==> src/rtl/router_pkg.sv <==
// Shared constants for the router output-port FIFO.
package router_pkg;

  localparam int unsigned FIFO_DEPTH = 16;
  localparam int unsigned DATA_WIDTH = 8;
  localparam int unsigned PTR_WIDTH  = 5;

endpackage

==> src/rtl/router_fifo_if.sv <==
// Per-port FIFO handshake: write side from the input register stage, read side to the port.
interface router_fifo_if;
  import router_pkg::*;

  logic                  write_enb;
  logic                  read_enb;
  logic [DATA_WIDTH:0]   data_in;
  logic                  ifd_state;
  logic                  empty;
  logic                  full;
  logic [DATA_WIDTH-1:0] data_out;

  modport master (
    output write_enb, read_enb, data_in, ifd_state,
    input  empty, full, data_out
  );

  modport slave (
    input  write_enb, read_enb, data_in, ifd_state,
    output empty, full, data_out
  );

endinterface

==> src/rtl/router_fifo.sv <==
// 16 x 9-bit synchronous FIFO for one router output port.
// Bit 8 of each entry holds the header marker for downstream length logic.
module router_fifo
  import router_pkg::*;
#(
  parameter int unsigned DEPTH      = FIFO_DEPTH,
  parameter int unsigned DATA_WIDTH = router_pkg::DATA_WIDTH
) (
  input  logic         clock,
  input  logic         resetn,
  input  logic         soft_reset,
  router_fifo_if.slave bus
);

  localparam int unsigned AW = $clog2(DEPTH);
  localparam int unsigned PW = AW + 1;

  logic [PW-1:0]         r_wr_ptr;
  logic [PW-1:0]         r_rd_ptr;
  logic [DATA_WIDTH:0]   r_mem [DEPTH];
  logic [DATA_WIDTH-1:0] r_data_out;

  logic w_empty;
  logic w_full;
  logic w_wr_accept;
  logic w_rd_accept;
  logic w_clear;

  // Extra MSB on each pointer distinguishes full from empty when the indices match.
  assign w_empty     = (r_wr_ptr == r_rd_ptr);
  assign w_full      = (r_wr_ptr[PW-1] != r_rd_ptr[PW-1]) &&
                       (r_wr_ptr[AW-1:0] == r_rd_ptr[AW-1:0]);
  assign w_wr_accept = bus.write_enb && !w_full;
  assign w_rd_accept = bus.read_enb  && !w_empty;
  assign w_clear     = resetn || soft_reset;

  always_ff @(posedge clock) begin
    if (w_clear) begin
      r_wr_ptr   <= '0;
      r_rd_ptr   <= '0;
      r_data_out <= '0;
      r_mem      <= '{default: '0};
    end else begin
      if (w_wr_accept) begin
        r_mem[r_wr_ptr[AW-1:0]] <= {bus.ifd_state, bus.data_in[DATA_WIDTH-1:0]};
        r_wr_ptr                <= r_wr_ptr + 1'b1;
      end
      if (w_rd_accept) begin
        r_data_out <= r_mem[r_rd_ptr[AW-1:0]][DATA_WIDTH-1:0];
        r_rd_ptr   <= r_rd_ptr + 1'b1;
      end
    end
  end

  assign bus.empty    = w_empty;
  assign bus.full     = w_full;
  assign bus.data_out = r_data_out;

endmodule

==> src/flat_wrapper.sv <==
// flat-port wrapper written by rule: the top's interface ports become plain ports
module router_fifo_flat import router_pkg::*;
#(
  parameter int unsigned DEPTH      = FIFO_DEPTH,
  parameter int unsigned DATA_WIDTH = router_pkg::DATA_WIDTH
)
  (clock, resetn, soft_reset, bus_write_enb, bus_read_enb, bus_data_in, bus_ifd_state, bus_empty, bus_full, bus_data_out);
  router_fifo_if bus_i ();
  input  logic clock;
  input  logic resetn;
  input  logic soft_reset;
  input wire logic [$bits(bus_i.write_enb)-1:0] bus_write_enb;
  input wire logic [$bits(bus_i.read_enb)-1:0] bus_read_enb;
  input wire logic [$bits(bus_i.data_in)-1:0] bus_data_in;
  input wire logic [$bits(bus_i.ifd_state)-1:0] bus_ifd_state;
  output wire logic [$bits(bus_i.empty)-1:0] bus_empty;
  output wire logic [$bits(bus_i.full)-1:0] bus_full;
  output wire logic [$bits(bus_i.data_out)-1:0] bus_data_out;
  assign bus_i.write_enb = bus_write_enb;
  assign bus_i.read_enb = bus_read_enb;
  assign bus_i.data_in = bus_data_in;
  assign bus_i.ifd_state = bus_ifd_state;
  assign bus_empty = bus_i.empty;
  assign bus_full = bus_i.full;
  assign bus_data_out = bus_i.data_out;
  router_fifo #(.DEPTH(DEPTH), .DATA_WIDTH(DATA_WIDTH)) u_core (.clock(clock), .resetn(resetn), .soft_reset(soft_reset), .bus(bus_i));
endmodule
==> config.mk <==
export PLATFORM = sky130hd
export DESIGN_NAME = router_fifo_flat
export DESIGN_NICKNAME = d
export VERILOG_FILES = /design/src/rtl/router_pkg.sv /design/src/rtl/router_fifo_if.sv /design/src/rtl/router_fifo.sv /design/src/flat_wrapper.sv
export SDC_FILE = /design/constraint.sdc
export NUM_CORES = 1
export LEC_CHECK = 0
export CORE_MARGIN = 2
export CORE_UTILIZATION = 28
export DETAILED_ROUTE_END_ITERATION = 8
export HOLD_SLACK_MARGIN = 0.12
export MAX_ROUTING_LAYER = met4
export PLACE_DENSITY_LB_ADDON = 0.1
export SLEW_MARGIN = 20
export SYNTH_ARGS = -nofsm -noshare
export SYNTH_HDL_FRONTEND = slang
export SYNTH_SLANG_ARGS = --single-unit
==> constraint.sdc <==
create_clock -name clock -period 3.8 [get_ports clock]
set_clock_uncertainty 0.05 [all_clocks]
set_input_delay 0.76 -clock clock [delete_from_list [all_inputs] [get_ports clock]]
set_output_delay 0.76 -clock clock [all_outputs]
set_load 0.02 [all_outputs]
After elaboration in Yosys (flattened, before gate mapping)
Index checks and enable logic that the tools add are counted.

Bits in registers: 162. Input bits: 15. Output and inout bits: 10. Logic and storage cells: 42.

Add/subtract/negate cells: 2. Order comparisons: 3. Equality and inequality tests: 3. Multiplexer cells: 6. Bitwise logic cells: 2. Reductions and logical operators: 7.

Operators with widths (count): 144-bit bitwise mux (1); 9-bit binary-select mux with 4-bit select (1); 9-bit demux with 4-bit select (1); 8-bit 2-to-1 mux (2); 5-bit by 1-bit adder with 5-bit output (second input constant) (2); 5-bit greater-or-equal comparator (second input constant) (2); 4-bit NOT with 5-bit output (2); 9-bit 2-to-1 mux (1); 5-bit equality test (1); 5-bit by 1-bit less-than comparator with 1-bit output (second input constant) (1); 4-bit equality test (1); 1-bit logical AND (4); 1-bit logical NOT (2); 1-bit logical OR (1); 1-bit != test (1).

Logic depth before layout (Yosys ltp)
Gate-level depths: netlist of run 1.

Depth in word-level cells: 6. Mapped depth: 9.

Worst setup path after synthesis of run 1
Ideal clock, no wire load.

Path type: in2reg. Start: input bus_write_enb. End: register u_core.r_mem[15] in the netlist's numbering. Library setup time: 0.074 ns. Data arrival time: 1.970 ns. Slack: 1.706 ns. Stages on the path: 6. Buffers on the path: 2. Cell sequence: buf_1 nand2_1 a211oi_2 buf_2 nand3_1 o21ai_0.

Longest elaborated chain between the ends: 1.

RTL lines: start, declared (RTL line flat_wrapper.sv:12) `input wire logic [$bits(bus_i.write_enb)-1:0] bus_write_enb;`; 1-bit logical AND (RTL line router_fifo.sv:33) `assign w_wr_accept = bus.write_enb && !w_full;`; end signal, assigned by index (RTL line router_fifo.sv:45) `r_mem[r_wr_ptr[AW-1:0]] <= {bus.ifd_state, bus.data_in[DATA_WIDTH-1:0]};`; end, declared (RTL line router_fifo.sv:20) `logic [DATA_WIDTH:0] r_mem [DEPTH];`.

No other way between the ends. A chain may end at the register's enable or synchronous reset.

Worst setup path in the final report of run 1
Start: register u_core.r_rd_ptr[3]. End: output bus_full.

Longest elaborated chain between the ends: 2.

RTL lines: start, declared (RTL line router_fifo.sv:19) `logic [PW-1:0] r_rd_ptr;`; start signal, assigned (RTL line router_fifo.sv:50) `r_rd_ptr <= r_rd_ptr + 1'b1;`; 4-bit equality test (RTL line router_fifo.sv:32) `(r_wr_ptr[AW-1:0] == r_rd_ptr[AW-1:0]);`; 1-bit logical AND (RTL line router_fifo.sv:31) `assign w_full = (r_wr_ptr[PW-1] != r_rd_ptr[PW-1]) &&`; end, declared (RTL line flat_wrapper.sv:17) `output wire logic [$bits(bus_i.full)-1:0] bus_full;`.

No other way between the ends.

==> metrics.md, run 1 <==
| Metric | Value |
|---|---|
| Largest net degree at the start of global routing | 86 |
| Post-synthesis mux area share | a little over an eighth |
| Post-synth top cells | dfxtp_1, nand3_1, nand2_1 |
| Hold slack | about 0.4 ns |
| Syn Area/Cell | approximately 9.0 um2 |
| Synth Flop Type | dfxtp_1 |
| Initial antenna violation count | 0 |
| Crit-path cells | buf_4 -> xnor2_1 -> nand4_1 -> nor2_1 -> clkdlybuf4s50_1 |
| Die X | ~160 um |
| Routed wire per std cell | around 18 um |
| Grt total ovfl | 0 |
| Dpl ws | around 0.92 ns |
| CTS Buffer Depth | 2 |
| Residual DRC count | 0 |
| Clk pwr share | 51.8% |
| Area share of fa/ha/maj cells after synthesis | less than 1% |
| Complex-gate fraction of the synthesized area | between 15 and 20% |
| Minimum clock period | about 3.1 ns |
| TritonCTS Buffers | 17 |
| Synth Area in Simple Gates | ~17% |
| Placer Congestion | 0.779 |
| Slew Viols, Final | 0 |
| Post-Synthesis Cells | 733 |
| # hold bufs at CTS | 0 |
| Clk root buf | clkbuf_16 |
| Synth warn | 0 |
| Main combinational cell family by area after synthesis | simple AND/OR/NAND/NOR gates |
| Setup Fix Bufs, Post-CTS | 0 |
| Initial Util | between 20% and 30% |
| Iter 0 DRT Violations | 364 |
| Port buffer count | 22 |
| Rows | between 50 and 60 |
| H-Tree Depth | 4 |
| # clock sinks | between 100 and 150 |
| Count of state elements after synthesis | approximately 150 |
| Unique masters post-synth | 37 |
| Clk_lat worst skew | 0.42 ns |
| Synth top area cells | dfxtp_1, nand3_1, o21ai_0, mux4_2, nand2_1 |
| Power Internal | 2.77 mW |
| Switching power | approximately 0.77 mW |
| Final setup viols | 0 |
| Detailed Place HPWL | around 12,000 um |
| Nets | 746 |
| # diodes | 0 |
| Crit Path Category | register to output pin |
| Max-cap check violation count | 0 |
| Combinational power share | around 4.6% |
| Final Non-Filler Cells | between 1,000 and 1,500 |
| Final Hold Vio Count | 0 |
| Post-synth EDFFs | 0 |
| Area delta synth->final | 16.9% |
| Worst Tran Pin Value | 0.837 ns |
| Switching share of power | approximately 22% |
| Tot GR Track Use | roughly 16% |
| Slew margin rel. | between 40% and 50% |
| Core Box Area | 23,300 um2 |
| Dpl cells | ~1,000 |
| CTS tree | yes |
| Async SR Flop Fraction | 0% |
| Yosys top cell area share | between 40% and 50% |
| Die H | about 160 um |
| RSZ-0062 raised after global routing | false |
| Worst Path Required | between 2 and 3 ns |
| Startpoint types | register |
| Count leader, synth | dfxtp_1 |
| Post-Syn Area | 6620 um2 |
| Status | finished, final reports clean |
| Fmax | between 0.3 and 0.4 GHz |
| Top delay family on crit path | buffers and inverters |
| Post-CTS sizing | 0 |
| Final period utilization | just over 80% |
| Register share of total power | ~44% |
| Pwr per Cell Area | about 460 nW/um2 |
| Crit path DAT | roughly 2.3 ns |
| Crit Path Max Fanout | 20 |
| Layout cells sized above 1 | ~15% |
| Routed WL | about 19,000 um |
| XOR/XNOR share of the synthesized area | between 1.5 and 2% |
| First-pass GRT wire length | 29,200 um |
| Via count | around 5,200 |
| Leak | between 2 and 3 nW |
| Net Count, Synth | roughly 750 |
| Iteration count of the initial detailed-routing pass | 5 |
| Leading area contributor after synthesis | dfxtp_1 |
| DR vias/cell | a little under 5 |
| CP Capture Type | output pin |
| Vias in the first global route | about 5,100 |
| Top-level I/O count | 25 |
| Buffers & Inverters on Critical Path | 2 |
| Die area | 24,900 um2 |
| Clk slew on worst S/H paths | approximately 0.060 ns |
| Max VDD drop | around 0.19 mV |
| DRT antenna net count | 0 |
| Crit-path max cell delay | 0.63 ns |
| Final WS setup | between 0.6 and 0.7 ns |
| Part of the Yosys area used for sequential elements | between 40% and 50% |
| Sum of negative setup slack | 0 ns |
| Hold Path Class | register to register |
| CP max stage cell | clkdlybuf4s50_1 |
## path summary, 6_finish.rpt
kind / from / to / slack [ns] / cells past startpoint
worst max-delay path: u_core.r_rd_ptr[3] / bus_full / 0.67 / 5
worst min-delay path: u_core.r_mem[69] / u_core.r_mem[69] / 0.40 / 2
worst max register to register: u_core.r_rd_ptr[2] / u_core.bus.data_out[5] / 1.30 / 5
worst min register to register: u_core.r_mem[69] / u_core.r_mem[69] / 0.40 / 2
## power by group through the flow
stage | sequential, mW | combinational (mW) | clock [mW]
floorplan | 1.58 | 0.104 | 0
global placement | 1.58 | 0.161 | 0
CTS | 1.54 | 0.164 | 1.88
finish | 1.54 | 0.162 | 1.83
detailed placement | 1.58 | 0.163 | 0
global route | 1.54 | 0.176 | 1.93
## cell type report
class                   instances  area [um2]
clock buffers                  22         494
clock inverters                 9         151
fillers                      2347       15600
inverters                       3        11.3
multi-input cells             514        3350
flip-flops and latches        146        2930
well taps                     319         399
repair buffers                 44         410
## per-stage QoR
step / cell area, um2 / utilization, % / total power [mW]
floorplan: 6620 / - / 1.68
global placement: 7090 / 30.4 / 1.74
detailed placement: 7090 / 30.4 / 1.74
CTS: 7740 / 33.2 / 3.58
global route: 7740 / 33.2 / 3.65
finish: 7740 / 33.2 / 3.53
## worst min-delay path: stages, from the launching register on
cell and delay (ns):
dfxtp_1 0.30, nand2_1 0.05, o21ai_1 0.05
## kinds of logic (layout without fill, tap and decap cells)
family,after synthesis,after routing
adder cells (fa/ha/maj),5,5
XOR/XNOR,12,12
AO/OA/AOI/OAI,184,184
AND/OR/NAND/NOR,255,255
buffers and inverters,73,78
multiplexers,58,58
flip-flops,146,146
## cell usage in the layout, fill, tap and decap left out, drive strengths merged
cell type and n:
dfxtp 146, o21ai 129, nand3 120, nand2 112, mux4 24, clkdlybuf4s50 22
buf 22, clkbuf 22, a21oi 19, a211oi 19, mux2i 18, mux2 16
nor2 14, xnor2 10, o22ai 8, ha 5, clkinv 5, nand2b 4
o2111ai 4, bufinv 4, inv 2, nand4 2, xor2 2, and4 1
a21boi 1, or2 1, a31oi 1, a41o 1, a31o 1, and3 1
o211ai 1, clkinvlp 1
## sequential cells by signal, indices dropped and copies added (netlist names)
| signal | cells |
|---|---|
| u_core.r_rd_ptr | 5 |
| u_core.bus.data_out | 8 |
| u_core.r_mem | 128 |
| u_core.r_wr_ptr | 5 |
## layer usage
| layer | global-route usage (%) | up-vias | routed length (um) |
|---|---|---|---|
| li1 | - | 2589 | - |
| met1 | 19.7 | 2505 | 8560 |
| met2 | 27.0 | 99 | 9190 |
| met3 | 2.71 | 18 | 541 |
| met4 | 6.06 | 0 | 318 |
| met5 | - | - | 0 |
No activity file was read; power rests on OpenSTA's default activity.
==> run 2, diff against run 1 <==
clock period = 2.6 ns   (was 3.8 ns; I/O delays follow)
==> metrics.md, run 2 (same netlist as run 1, synthesis figures left out) <==
| Metric | Value |
|---|---|
| CP Capture Type | output pin |
| Setup Fix Bufs, Post-CTS | 0 |
| Crit Path Max Fanout | 7 |
| Layout cells sized above 1 | roughly 18% |
| GRT met1 Usage | a little over a fifth |
| Pwr per Cell Area | about 630 nW/um2 |
| Dpl cells | 1,049 |
| Slew margin rel. | 63.1% |
| Hold Path Class | register to register |
| Residual DRC count | 0 |
| Crit Path Category | register to output pin |
| Die area | between 20,000 and 25,000 um2 |
| Met3 Use GR | between 3 and 4% |
| Core Box Area | roughly 23,000 um2 |
| Routed WL | about 19,000 um |
| Max VDD drop | roughly 0.34 mV |
| Grt total ovfl | 0 |
| Critical Path Stages | 4 |
| Area delta synth->final | 19.9% |
| Clk root buf | clkbuf_16 |
| Hold Path End | u_core.r_mem[49] |
| First-pass GRT wire length | ~31,000 um |
| Top delay family on crit path | flip-flops |
| Largest register FFs | 128 |
| Placer Congestion | 0.763 |
| # clock sinks | 146 |
| Rows | between 50 and 60 |
| Reg2Reg Capture Point | u_core.bus.data_out[3] |
| Leak | between 2 and 3 nW |
| Iteration count of the initial detailed-routing pass | 5 |
| GR Layer Usage met2 | between 20% and 30% |
| Post-CTS sizing | 2 |
| Worst Path Required | roughly 2.0 ns |
| Reg2reg path depth | 5 |
| Reg with most FFs | u_core.r_mem |
| Tot GR Track Use | between 15 and 20% |
| Status | finished, final reports clean |
| Crit-path cells | xnor2_1 -> nand4_1 -> nor2_1 -> dlygate4sd2_1 |
| TritonCTS Buffers | 17 |
| Largest net degree at the start of global routing | 50 |
| Clk slew on worst S/H paths | ~0.060 ns |
| DRT antenna net count | 0 |
| # hold bufs at CTS | 0 |
| Routed wire per std cell | around 18 um |
| Via count | approximately 5,300 |
| Startpoint types | register |
| Iter 0 DRT Violations | ~400 |
| Minimum clock period | 2.36 ns |
| H-Tree Depth | 4 |
| Final period utilization | 90.7% |
| CP max stage cell | dfxtp_1 |
| Nets | roughly 770 |
| Sum of negative setup slack | 0 ns |
| Min-delay src | u_core.r_mem[49] |
| CTS Buffer Depth | 2 |
| Die H | ~160 um |
| Initial antenna violation count | 0 |
| Slew Viols, Final | 0 |
| Clk_lat worst skew | approximately 0.43 ns |
| Total design power | approximately 5.0 mW |
| Port buffer count | 22 |
| Final Non-Filler Cells | roughly 1,100 |
| Initial Util | between 20 and 30% |
| Worst Hold Depth | 2 |
| Fmax | about 0.42 GHz |
| Crit-path max cell delay | around 0.46 ns |
| Crit path DAT | approximately 1.8 ns |
| # diodes | 0 |
| Final setup viols | 0 |
| Vias in the first global route | between 5,000 and 6,000 |
| Worst reg2reg startpoint | u_core.r_rd_ptr[1] |
| Max-cap check violation count | 0 |
| Most frequent cells in the layout | dfxtp_1, nand3_1, nand2_1, o21ai_0, buf_4 |
| Detailed Place HPWL | between 10,000 and 15,000 um |
| RSZ-0062 raised after global routing | false |
| GR peak layer | met2 |
| Worst Tran Pin Value | 0.553 ns |
| Die X | 158 um |
| Reg-to-reg slack, setup | between 0.4 and 0.5 ns |
| Buffers & Inverters on Critical Path | 1 |
| Final Hold Vio Count | 0 |
| Top-level I/O count | 25 |
| Fin util | approximately a third |
| Commonest non-fill, non-tap cell in the layout | dfxtp_1 |
| CTS tree | yes |
| DR vias/cell | about 5 |
run 2: tightest hold or removal path: stages, from the launching register on:
cell,delay [ns]
dfxtp_1,0.31
nand2_1,0.05
o21ai_1,0.05
run 2: how the worst max path moves through the flow:
stage                                  start                     end
after detailed placement  u_core.r_rd_ptr[1]  u_core.bus.data_out[3]
after floorplan           u_core.r_rd_ptr[1]  u_core.bus.data_out[6]
after global routing      u_core.r_wr_ptr[3]                bus_full
after CTS                 u_core.r_wr_ptr[2]                bus_full
final                     u_core.r_wr_ptr[2]                bus_full
after global placement    u_core.r_rd_ptr[1]  u_core.bus.data_out[3]
run 2: per-stage QoR:
step	worst slack (ns)	instance area, um2	hold WS (ns)
3_3_place_gp	0.348	7350	0.383
3_5_place_dp	0.378	7350	0.392
4_1_cts	0.202	7940	0.400
2_1_floorplan	0.670	6620	0.375
5_1_grt	0.113	7940	0.417
6_report	0.241	7940	0.399
run 2: cell type report:
class                   count  area [um2]
clock inverters             7         100
repair buffers             67         668
flip-flops and latches    146        2930
multi-input cells         514        3350
fillers                  2363       15400
inverters                   3        11.3
clock buffers              23         488
well taps                 319         399
run 2: per-layer routing:
layer | share of wire, % | up-vias
li1 | - | 2647
met1 | 47 | 2589
met2 | 49 | 72
met3 | 3.2 | 19
met4 | 1.0 | 0
met5 | 0 | -
run 2: where the power goes:
group	switching, mW	internal, mW	leakage (nW)
registers	0.00628	2.25	1.18
logic	0.176	0.0884	1.15
clock network	0.937	1.51	0.278
